[config.mk]
export PLATFORM = sky130hd
export DESIGN_NAME = sync_frame_tx
export DESIGN_NICKNAME = d
export VERILOG_FILES = /design/src/rtl/sync_frame_pkg.sv /design/src/rtl/piso_shift_reg.sv /design/src/rtl/sync_frame_tx.sv
export SDC_FILE = /design/constraint.sdc
export NUM_CORES = 1
export LEC_CHECK = 0
export ABC_AREA = 1
export CAP_MARGIN = 20
export CORE_MARGIN = 2
export CORE_UTILIZATION = 53
export DETAILED_ROUTE_END_ITERATION = 12
export GPL_TIMING_DRIVEN = 0
export PLACE_DENSITY = 0.84
export SYNTH_ARGS = -nofsm -noshare
export SYNTH_HDL_FRONTEND = slang
export SYNTH_SLANG_ARGS = --single-unit
[constraint.sdc]
create_clock -name clk -period 1.67 [get_ports clk]
set_input_delay 0.167 -clock clk [delete_from_list [all_inputs] [get_ports clk]]
set_output_delay 0.167 -clock clk [all_outputs]
set_load 0.02 [all_outputs]
[src/rtl/sync_frame_pkg.sv]
// Constants shared by the 1001-framed serial link transmitter and receiver.
package sync_frame_pkg;

    localparam int         SYNC_LEN  = 4;
    localparam logic [3:0] SYNC_WORD = 4'b1001;

    localparam logic [2:0] ST_IDLE   = 3'd0;
    localparam logic [2:0] ST_SYNC   = 3'd1;
    localparam logic [2:0] ST_DATA   = 3'd2;
    localparam logic [2:0] ST_PARITY = 3'd3;
    localparam logic [2:0] ST_GAP    = 3'd4;

    function automatic int max3(input int a, input int b, input int c);
        int m;
        m = (a > b) ? a : b;
        return (m > c) ? m : c;
    endfunction

endpackage

[src/rtl/piso_shift_reg.sv]
// Parallel-in serial-out register: loads a payload, shifts left, exposes the MSB.
module piso_shift_reg #(
    parameter int WIDTH = 8
) (
    input  logic             clk,
    input  logic             reset,
    input  logic             load,
    input  logic             shift,
    input  logic [WIDTH-1:0] data,
    output logic             msb
);

    logic [WIDTH-1:0] sr;

    always_ff @(posedge clk) begin
        if (reset) begin
            sr <= '0;
        end else if (load) begin
            sr <= data;
        end else if (shift) begin
            sr <= sr << 1;
        end
    end

    assign msb = sr[WIDTH-1];

endmodule

[src/rtl/sync_frame_tx.sv]
// Serial frame transmitter: sync word 1001, payload MSB-first, even parity, GAP idle zeros.
module sync_frame_tx
    import sync_frame_pkg::*;
#(
    parameter int WIDTH = 8,
    parameter int GAP   = 2
) (
    input  logic             clk,
    input  logic             reset,
    input  logic [WIDTH-1:0] din,
    input  logic             din_valid,
    output logic             din_ready,
    output logic             dout,
    output logic             busy,
    output logic             frame_done
);

    localparam int CNT_MAX = max3(SYNC_LEN, WIDTH, GAP);
    localparam int CNT_W   = $clog2(CNT_MAX);

    localparam logic [CNT_W-1:0] SYNC_LAST = CNT_W'(SYNC_LEN - 1);
    localparam logic [CNT_W-1:0] DATA_LAST = CNT_W'(WIDTH - 1);
    localparam logic [CNT_W-1:0] GAP_LAST  = CNT_W'((GAP > 0) ? GAP - 1 : 0);

    logic [2:0]       state;
    logic [CNT_W-1:0] cnt;
    logic             parity;
    logic             accept;
    logic             load;
    logic             shift;
    logic             msb;
    logic [1:0]       sync_idx;

    assign din_ready = (state == ST_IDLE) && !reset;
    assign busy      = (state != ST_IDLE);
    assign accept    = din_valid && din_ready;
    assign load      = accept;
    // The first payload bit leaves on the last sync edge, so shifting starts there.
    assign shift     = ((state == ST_SYNC) && (cnt == SYNC_LAST)) || (state == ST_DATA);
    assign sync_idx  = 2'(SYNC_LEN - 2) - cnt[1:0];

    piso_shift_reg #(
        .WIDTH (WIDTH)
    ) u_piso (
        .clk   (clk),
        .reset (reset),
        .load  (load),
        .shift (shift),
        .data  (din),
        .msb   (msb)
    );

    // dout always carries the bit belonging to the current state and count.
    always_ff @(posedge clk) begin
        if (reset) begin
            state      <= ST_IDLE;
            cnt        <= '0;
            dout       <= 1'b0;
            frame_done <= 1'b0;
            parity     <= 1'b0;
        end else begin
            frame_done <= 1'b0;
            case (state)
                ST_IDLE: begin
                    dout <= 1'b0;
                    if (accept) begin
                        state  <= ST_SYNC;
                        cnt    <= '0;
                        dout   <= SYNC_WORD[SYNC_LEN-1];
                        parity <= ^din;
                    end
                end
                ST_SYNC: begin
                    if (cnt == SYNC_LAST) begin
                        state <= ST_DATA;
                        cnt   <= '0;
                        dout  <= msb;
                    end else begin
                        cnt  <= cnt + 1'b1;
                        dout <= SYNC_WORD[sync_idx];
                    end
                end
                ST_DATA: begin
                    if (cnt == DATA_LAST) begin
                        state <= ST_PARITY;
                        cnt   <= '0;
                        dout  <= parity;
                    end else begin
                        cnt  <= cnt + 1'b1;
                        dout <= msb;
                    end
                end
                ST_PARITY: begin
                    cnt  <= '0;
                    dout <= 1'b0;
                    if (GAP > 0) begin
                        state <= ST_GAP;
                    end else begin
                        state      <= ST_IDLE;
                        frame_done <= 1'b1;
                    end
                end
                ST_GAP: begin
                    dout <= 1'b0;
                    if (cnt == GAP_LAST) begin
                        state      <= ST_IDLE;
                        cnt        <= '0;
                        frame_done <= 1'b1;
                    end else begin
                        cnt <= cnt + 1'b1;
                    end
                end
                default: begin
                    state <= ST_IDLE;
                    cnt   <= '0;
                    dout  <= 1'b0;
                end
            endcase
        end
    end

endmodule
==> out/qor.yml, run 1 <==
grt_usage_pct: 21.17
synth_seq_cells: 17
p_leak_nw: 0.6531
grt_overflow_total: 0
crit_required_ps: 1840
grt_max_degree: 11
worst_slack_ps: 200.3
grt-busiest-layer: "met2"
dpl.hpwl_um: 1698
routed-via-count: 1061
netlist_area_mm2: 0.001049
status: "complete, no violations"
ant_nets: 0
synth_top_area_cell: "dfxtp_1"
ir_worst_vdd_uv: 529.5
fin_util_pct: 66.41
syn_to_final_growth_pct: 21.72
grt_pass1_wl_um: 3974
diodes: 0
fillCellCount: 169
ctsHoldBuffers: 0
coreArea_mm2: 0.001922
clock_path_buffers: 2
startpoint_type: "flop"
finalInstanceArea_mm2: 0.001276
critPathArrivalTime_ps: 1640
drt_iter0_drc: 23
ys_types: 18
grtUsageMet1_pct: 26.12
met3_usage_pct: 1.852
die_w_um: 48.48
path_max_fanout: 9
fp.dieH_um: 48.48
grt_util_met2_pct: 37.04
yosys-top-cells-area: "dfxtp_1 (32%), nand2_1 (24%), inv_1 (11%)"
setup_violations: 0
rrSetupSlack_ps: 200
io_pins: 15
avgSynthCellArea_um2: 6.061
drc: 0
hold_path.class: "reg -> reg"
hold_viol: 0
drt_wl_total_um: 2154
maxSlewViolCount: 0
post_dp_cell_area_mm2: 0.001222
critPathKind: "reg -> reg"
numCtsBuffers: 3
cts.sinks: 17
wl_per_cell_um: 9.703
rsz0062_at_grt: "false"
final-seq-area_um2: 340.3
place.gp.congestion: 0.8154
drt_pass1_iterations: 4
rows: 16
cts-root-buf: "clkbuf_4"
synth_top_cell_area_share_pct: 32.46
max_freq_mhz: 680.4
path_cells: "ha_1, nand2_1, nand2_1, nand2_1, nand2_2, inv_2, nand2_1, a21oi_1"
cts_tree: "built"
grt_pass1_vias: 986
clock_skew_ps: 1.791
die_area_mm2: 0.002350
max-cap-violations: 0
yosys_warnings: 0
slew_headroom_pct: 68.26
cpMaxStageDelayCell: "dfxtp_1"
syn-num-nets: 188
ys_seq_area_share_pct: 32.46
clk_pin_slew_ps: 90
syn_inst: 173
initial_utilization_pct: 54.56
layout.nets: 211
p_per_area_mw_per_mm2: 884.4
antenna_found_initial: 0
multiInputGateArea_um2: 573.1
drive_above_1_share_pct: 7.179
crit_path_end_kind: "flop"
worst_pin_slew_ps: 476.2
cpMostUsedCell: "nand2_1"
cpPeakStageDelay_ps: 470
clk_latency_ps: 290
place_ws_ps: -157.1
htree_levels: 1
portBuffers: 14
viasPerCell: 4.779
layout_min_cycle_time_ps: 1470
period_share_pct: 88.00
kinds of logic (layout without fill, tap and decap cells):
group / count (synthesis) / count (layout) / share of synthesized area, %
adders and majority gates: 4 / 4 / 4.773
AOI/OAI and AO/OA: 23 / 23 / 10.98
and+or+nand+nor: 93 / 93 / 37.23
DFF: 17 / 17 / 32.46
xor gates and xnor gates: 2 / 2 / 1.671
buffers and inverters: 34 / 56 / 12.89
through the flow:
step | hold WS, ps | power [mW] | TNS (ps) | std cells
5_1_grt | 507.6 | 1.208 | 0 | 222
3_3_place_gp | 451.1 | 0.8786 | -425.0 | 214
2_1_floorplan | 236.1 | 0.7687 | 0 | 173
4_1_cts | 474.0 | 1.126 | 0 | 222
6_report | 475.1 | 1.129 | 0 | 222
3_5_place_dp | 460.1 | 0.8927 | -509.0 | 214
synthesized netlist by cell type (all sizes together):
cell type / n
nand2: 67
inv: 32
dfxtp: 17
nor2: 14
a21oi: 13
nand3: 10
o21ai: 10
ha: 4
buf: 1
clkbuf: 1
nand4: 1
nor3: 1
xnor2: 1
xor2: 1
layer usage:
metal | vias up | share of wire (%) | wire [µm]
li1 | 573 | - | -
met1 | 460 | 48 | 1044
met2 | 24 | 47 | 1023
met3 | 4 | 2.4 | 52
met4 | 0 | 1.6 | 34
met5 | - | 0 | 0
state kept, by name, summed over array words and instances (netlist names):
| signal | count |
|---|---|
| frame_done | 1 |
| cnt | 3 |
| u_piso.sr | 8 |
| state | 3 |
| parity | 1 |
| dout | 1 |
power by group:
part | switching [mW] | leakage (nW) | internal [mW]
combinational | 0.247 | 0.500 | 0.180
clock | 0.125 | 0.0150 | 0.0930
sequential | 0.0377 | 0.138 | 0.446
total | 0.410 | 0.653 | 0.718
worst paths after layout:
kind                      from            to  depth (start not counted)
hold / removal    u_piso.sr[1]  u_piso.sr[1]                          2
hold reg to reg   u_piso.sr[1]  u_piso.sr[1]                          2
setup reg to reg        cnt[0]  u_piso.sr[3]                          8
setup / recovery        cnt[0]  u_piso.sr[3]                          8
placed cells by master (no fill, tap or decap):
master	synthesis	layout
o21ai_0	4	4
nand3_1	10	10
dlygate4sd2_1	0	2
xor2_1	1	1
nand2_1	66	66
nor2_1	13	13
nor3_1	1	1
clkbuf_4	0	3
inv_1	30	29
nor2_4	1	1
buf_4	0	4
xnor2_1	1	1
o21ai_1	6	6
clkbuf_1	1	2
a21oi_1	13	13
nand2_2	1	1
ha_1	4	4
dfxtp_1	17	17
inv_2	2	3
clkdlybuf4s50_1	0	12
nand4_4	1	1
buf_6	1	1
critical path, delay by kind of cell, from the launching register on:
| family | cells | cell delay (ps) |
|---|---|---|
| adders and majority gates | 1 | 220 |
| and+or+nand+nor | 5 | 490 |
| buffers and inverters | 1 | 110 |
| DFF | 1 | 470 |
| AOI/OAI and AO/OA | 1 | 60 |
area by class of cell:
| type | instances | share of cell area (%) |
|---|---|---|
| Multi-Input combinational cell | 122 | 44.90 |
| Clock buffer | 4 | 2.059 |
| Tap cell | 27 | 2.647 |
| Buffer | 2 | 1.176 |
| Timing Repair Buffer | 18 | 13.14 |
| Sequential cell | 17 | 26.67 |
| Inverter | 32 | 9.412 |
what timing repair did:
item	CTS	global route
setup buffers	4	0
endpoints found under the hold margin	0	0
endpoints found under the setup margin	2	0
resized for setup	3	0
Note: power is estimated with default switching activity, not from simulation.
==> run 2, diff against run 1 <==
--- a/config.mk
+++ b/config.mk
@@ -5,13 +5,12 @@
 export SDC_FILE = /design/constraint.sdc
 export NUM_CORES = 1
 export LEC_CHECK = 0
-export ABC_AREA = 1
 export CAP_MARGIN = 20
 export CORE_MARGIN = 2
-export CORE_UTILIZATION = 53
+export CORE_UTILIZATION = 52
 export DETAILED_ROUTE_END_ITERATION = 12
 export GPL_TIMING_DRIVEN = 0
-export PLACE_DENSITY = 0.84
+export PLACE_DENSITY = 0.83
 export SYNTH_ARGS = -nofsm -noshare
 export SYNTH_HDL_FRONTEND = slang
 export SYNTH_SLANG_ARGS = --single-unit
==> run 2 against run 1 <==
  * Hold slack improved by 27 ps
  * Sequential cell count did not move
  * Clock skew rose by 2.6 ps
==> out/qor.yml, run 2 <==
status: "complete, no violations"  # unchanged
crit_path_end_kind: "primary output"  # was flop
synth_flop_cell: "dfxtp_1"  # unchanged
worst_pin_slew_ps: 500.7  # was 476.2 ps
syn_inst: 110  # was 173
maxSlewViolCount: 0  # unchanged
syn-num-nets: 125  # was 188
largest_register_ffs: 8  # unchanged
htree_levels: 1  # unchanged
rsz0062_at_grt: "false"  # unchanged
largest_registers: "u_piso.sr x8, cnt x3, state x3"  # unchanged
fin_total_pwr_mw: 0.8485  # was 1.129 mW
die_area_mm2: 0.002292  # was 0.002350 mm²
p_per_area_mw_per_mm2: 695.5  # was 884.4 mW/mm²
p_leak_nw: 0.4250  # was 0.6531 nW
ys_seq_area_share_pct: 34.00  # was 32.46%
dpl.hpwl_um: 1531  # was 1698 µm
met3_usage_pct: 7.547  # was 1.852%
clock_path_buffers: 2  # unchanged
syn_to_final_growth_pct: 21.88  # was 21.72%
critPathTopFamily: "buffers and inverters"  # was simple AND/OR/NAND/NOR gates
synth-edff-count: 0  # unchanged
setup.worst_path.start: "state[1]"  # was cnt[0]
hold_start: "u_piso.sr[0]"  # was u_piso.sr[1]
clk_latency_ps: 290  # about the same
critPathKind: "reg -> out"  # was reg -> reg
drt_pass1_iterations: 4  # unchanged
drt_wl_total_um: 2098  # was 2154 µm
path_buf_inv: 2  # was 1
async_flop_share_pct: 0  # unchanged
portBuffers: 14  # unchanged
yosysMostFrequentCell: "dfxtp_1"  # was nand2_1
final_common_cell: "dfxtp_1"  # was nand2_1
fin_util_pct: 69.15  # was 66.41%
drc: 0  # unchanged
coreArea_mm2: 0.001764  # was 0.001922 mm²
critPathArrivalTime_ps: 1410  # was 1640 ps
hold_path.class: "reg -> reg"  # unchanged
fillCellCount: 155  # was 169
top_register: "u_piso.sr"  # unchanged
hold_viol: 0  # unchanged
drt_iter0_drc: 26  # was 23
grt_util_met2_pct: 34.13  # was 37.04%
dp.cells: 149  # was 214
synth_top_area_cell: "dfxtp_1"  # unchanged
grtUsageMet1_pct: 26.47  # was 26.12%
antenna_found_initial: 0  # unchanged
wl_per_cell_um: 13.45  # was 9.703 µm
synthTopCellsByCount: "dfxtp_1 (17), nor2_1 (12), xnor2_1 (8)"  # was nand2_1 (66), inv_1 (30), dfxtp_1 (17), a21oi_1 (13), nor2_1 (13)
cpPeakStageDelay_ps: 380  # was 470 ps
hold_ws_ps: 502.2  # was 475.1 ps
synth_top_cell_area_share_pct: 34.00  # was 32.46%
clock_skew_ps: 4.419  # was 1.791 ps
cts.sinks: 17  # unchanged
routed-via-count: 873  # was 1061
yosys-top-cells-area: "dfxtp_1 (34%), mux2i_1 (7.0%), xnor2_1 (7.0%)"  # was dfxtp_1 (32%), nand2_1 (24%), inv_1 (11%)
max-cap-violations: 0  # unchanged
clk_pin_slew_ps: 100  # was 90 ps
yosys_warnings: 0  # unchanged
grt_pass1_vias: 758  # was 986
layout_min_cycle_time_ps: 1576  # was 1470 ps
drive_above_1_share_pct: 13.74  # was 7.179%
ir_worst_vdd_uv: 560.1  # was 529.5 µV
rows: 15  # was 16
grt_usage_pct: 21.50  # was 21.17%
synth_seq_cells: 17  # unchanged
grt-busiest-layer: "met2"  # unchanged
r2r-start: "cnt[0]"  # unchanged
layout.nets: 147  # was 211
path_cells: "buf_6, or3_1, clkdlybuf4s15_1"  # was ha_1, nand2_1, nand2_1, nand2_1, nand2_2, inv_2, nand2_1, a21oi_1
slew_headroom_pct: 66.62  # was 68.26%
ant_nets: 0  # unchanged
ys_types: 36  # was 18
grt_max_degree: 11  # unchanged
grt_overflow_total: 0  # unchanged
cts_tree: "built"  # unchanged
final_cells: 156  # was 222
io_pins: 15  # unchanged
path_max_fanout: 9  # unchanged
fp.dieH_um: 47.88  # was 48.48 µm
diodes: 0  # unchanged
cpMaxStageDelayCell: "or3_1"  # was dfxtp_1
netlist_area_mm2: 0.001001  # was 0.001049 mm²
initial_utilization_pct: 56.74  # was 54.56%
startpoint_type: "flop"  # unchanged
setup_violations: 0  # unchanged
final_cell_mix: "dfxtp_1 (16), nor2_1 (12), clkdlybuf4s50_1 (12), xnor2_1 (8)"  # was nand2_1 (66), inv_1 (29), dfxtp_1 (17), nor2_1 (13), a21oi_1 (13)
ctsHoldBuffers: 0  # unchanged
fin_tns_setup_ps: 0  # unchanged
avgSynthCellArea_um2: 9.100  # was 6.061 µm²
place.gp.congestion: 0.8763  # was 0.8154
die_w_um: 47.88  # was 48.48 µm
rrSetupSlack_ps: 110  # was 200 ps
numCtsBuffers: 3  # unchanged
period_share_pct: 94.38  # was 88.00%
cts-root-buf: "clkbuf_4"  # unchanged
viasPerCell: 5.596  # was 4.779
crit_required_ps: 1500  # was 1840 ps
max_freq_mhz: 634.5  # was 680.4 MHz
grt_pass1_wl_um: 3305  # was 3974 µm
-- run 2: cell types whose count changed after synthesis, moves of 3 or more --
cell and delta:
nand3_1 -3, o21ai_1 -6, mux2i_1 +7, xnor2_1 +7, inv_1 -25, nand2_1 -62
a211oi_1 +7, a21oi_1 -8, nand2b_1 +3
-- run 2: repair_timing --
action	CTS	global route
gates resized for setup	3	5
setup buffers	3	0
setup endpoints to repair	9	11
pin swaps	1	0
-- run 2: kinds of logic (layout without fill, tap and decap cells) --
kind of cell    after synthesis  after routing  synth area share, %
compound gates               25             25                18.63
xor+xnor                      8              8                7.000
fa+ha+maj                     4              4                5.000
buf+inv                      10             31                5.500
flops                        17             17                34.00
mux                           7              7                7.000
simple gates                 39             39                22.88
-- run 2: final timing paths --
| kind | endpoint | cells past startpoint |
|---|---|---|
| max | busy | 3 |
| min | u_piso.sr[0] | 2 |
| max reg2reg | u_piso.sr[1] | 6 |
| min reg2reg | u_piso.sr[0] | 2 |
-- run 2: layer usage --
| layer | share of wire (%) | vias to the layer above | wire, µm |
|---|---|---|---|
| met5 | 0 | - | 0 |
| met4 | 3.1 | 0 | 64 |
| met3 | 4.9 | 8 | 103 |
| met2 | 45 | 27 | 945 |
| met1 | 47 | 401 | 985 |
| li1 | - | 437 | - |
-- run 2: area by class of cell --
type	instances	area [µm²]	area share, %
tap	25	31.28	2.564
multi-input combinational	83	608.1	49.85
timing repair buffer	17	157.7	12.92
clock buffer	4	26.28	2.154
sequential	17	341.6	28.00
buffer	5	36.28	2.974
inverter	5	18.77	1.538
-- run 2: report_power, final --
group | switching [mW] | internal, mW | total [mW]
Clock | 0.125 | 0.0928 | 0.218
Sequential | 0.0209 | 0.432 | 0.453
Combinational | 0.0895 | 0.0881 | 0.178
Total | 0.236 | 0.613 | 0.848
-- run 2: worst reg2reg max path, delay by kind of cell (launching register included) --
family          cells  cell delay, ps
flops               1             420
mux                 1             200
simple gates        1             130
fa+ha+maj           1             270
buf+inv             1             170
compound gates      2             260
-- run 2: stage by stage --
stage	setup slack (ps)	cell area (µm²)
2_1_floorplan	2.590	1001
3_3_place_gp	-145.6	1172
3_5_place_dp	-165.8	1172
4_1_cts	5.582	1220
5_1_grt	8.896	1220
6_report	93.89	1220
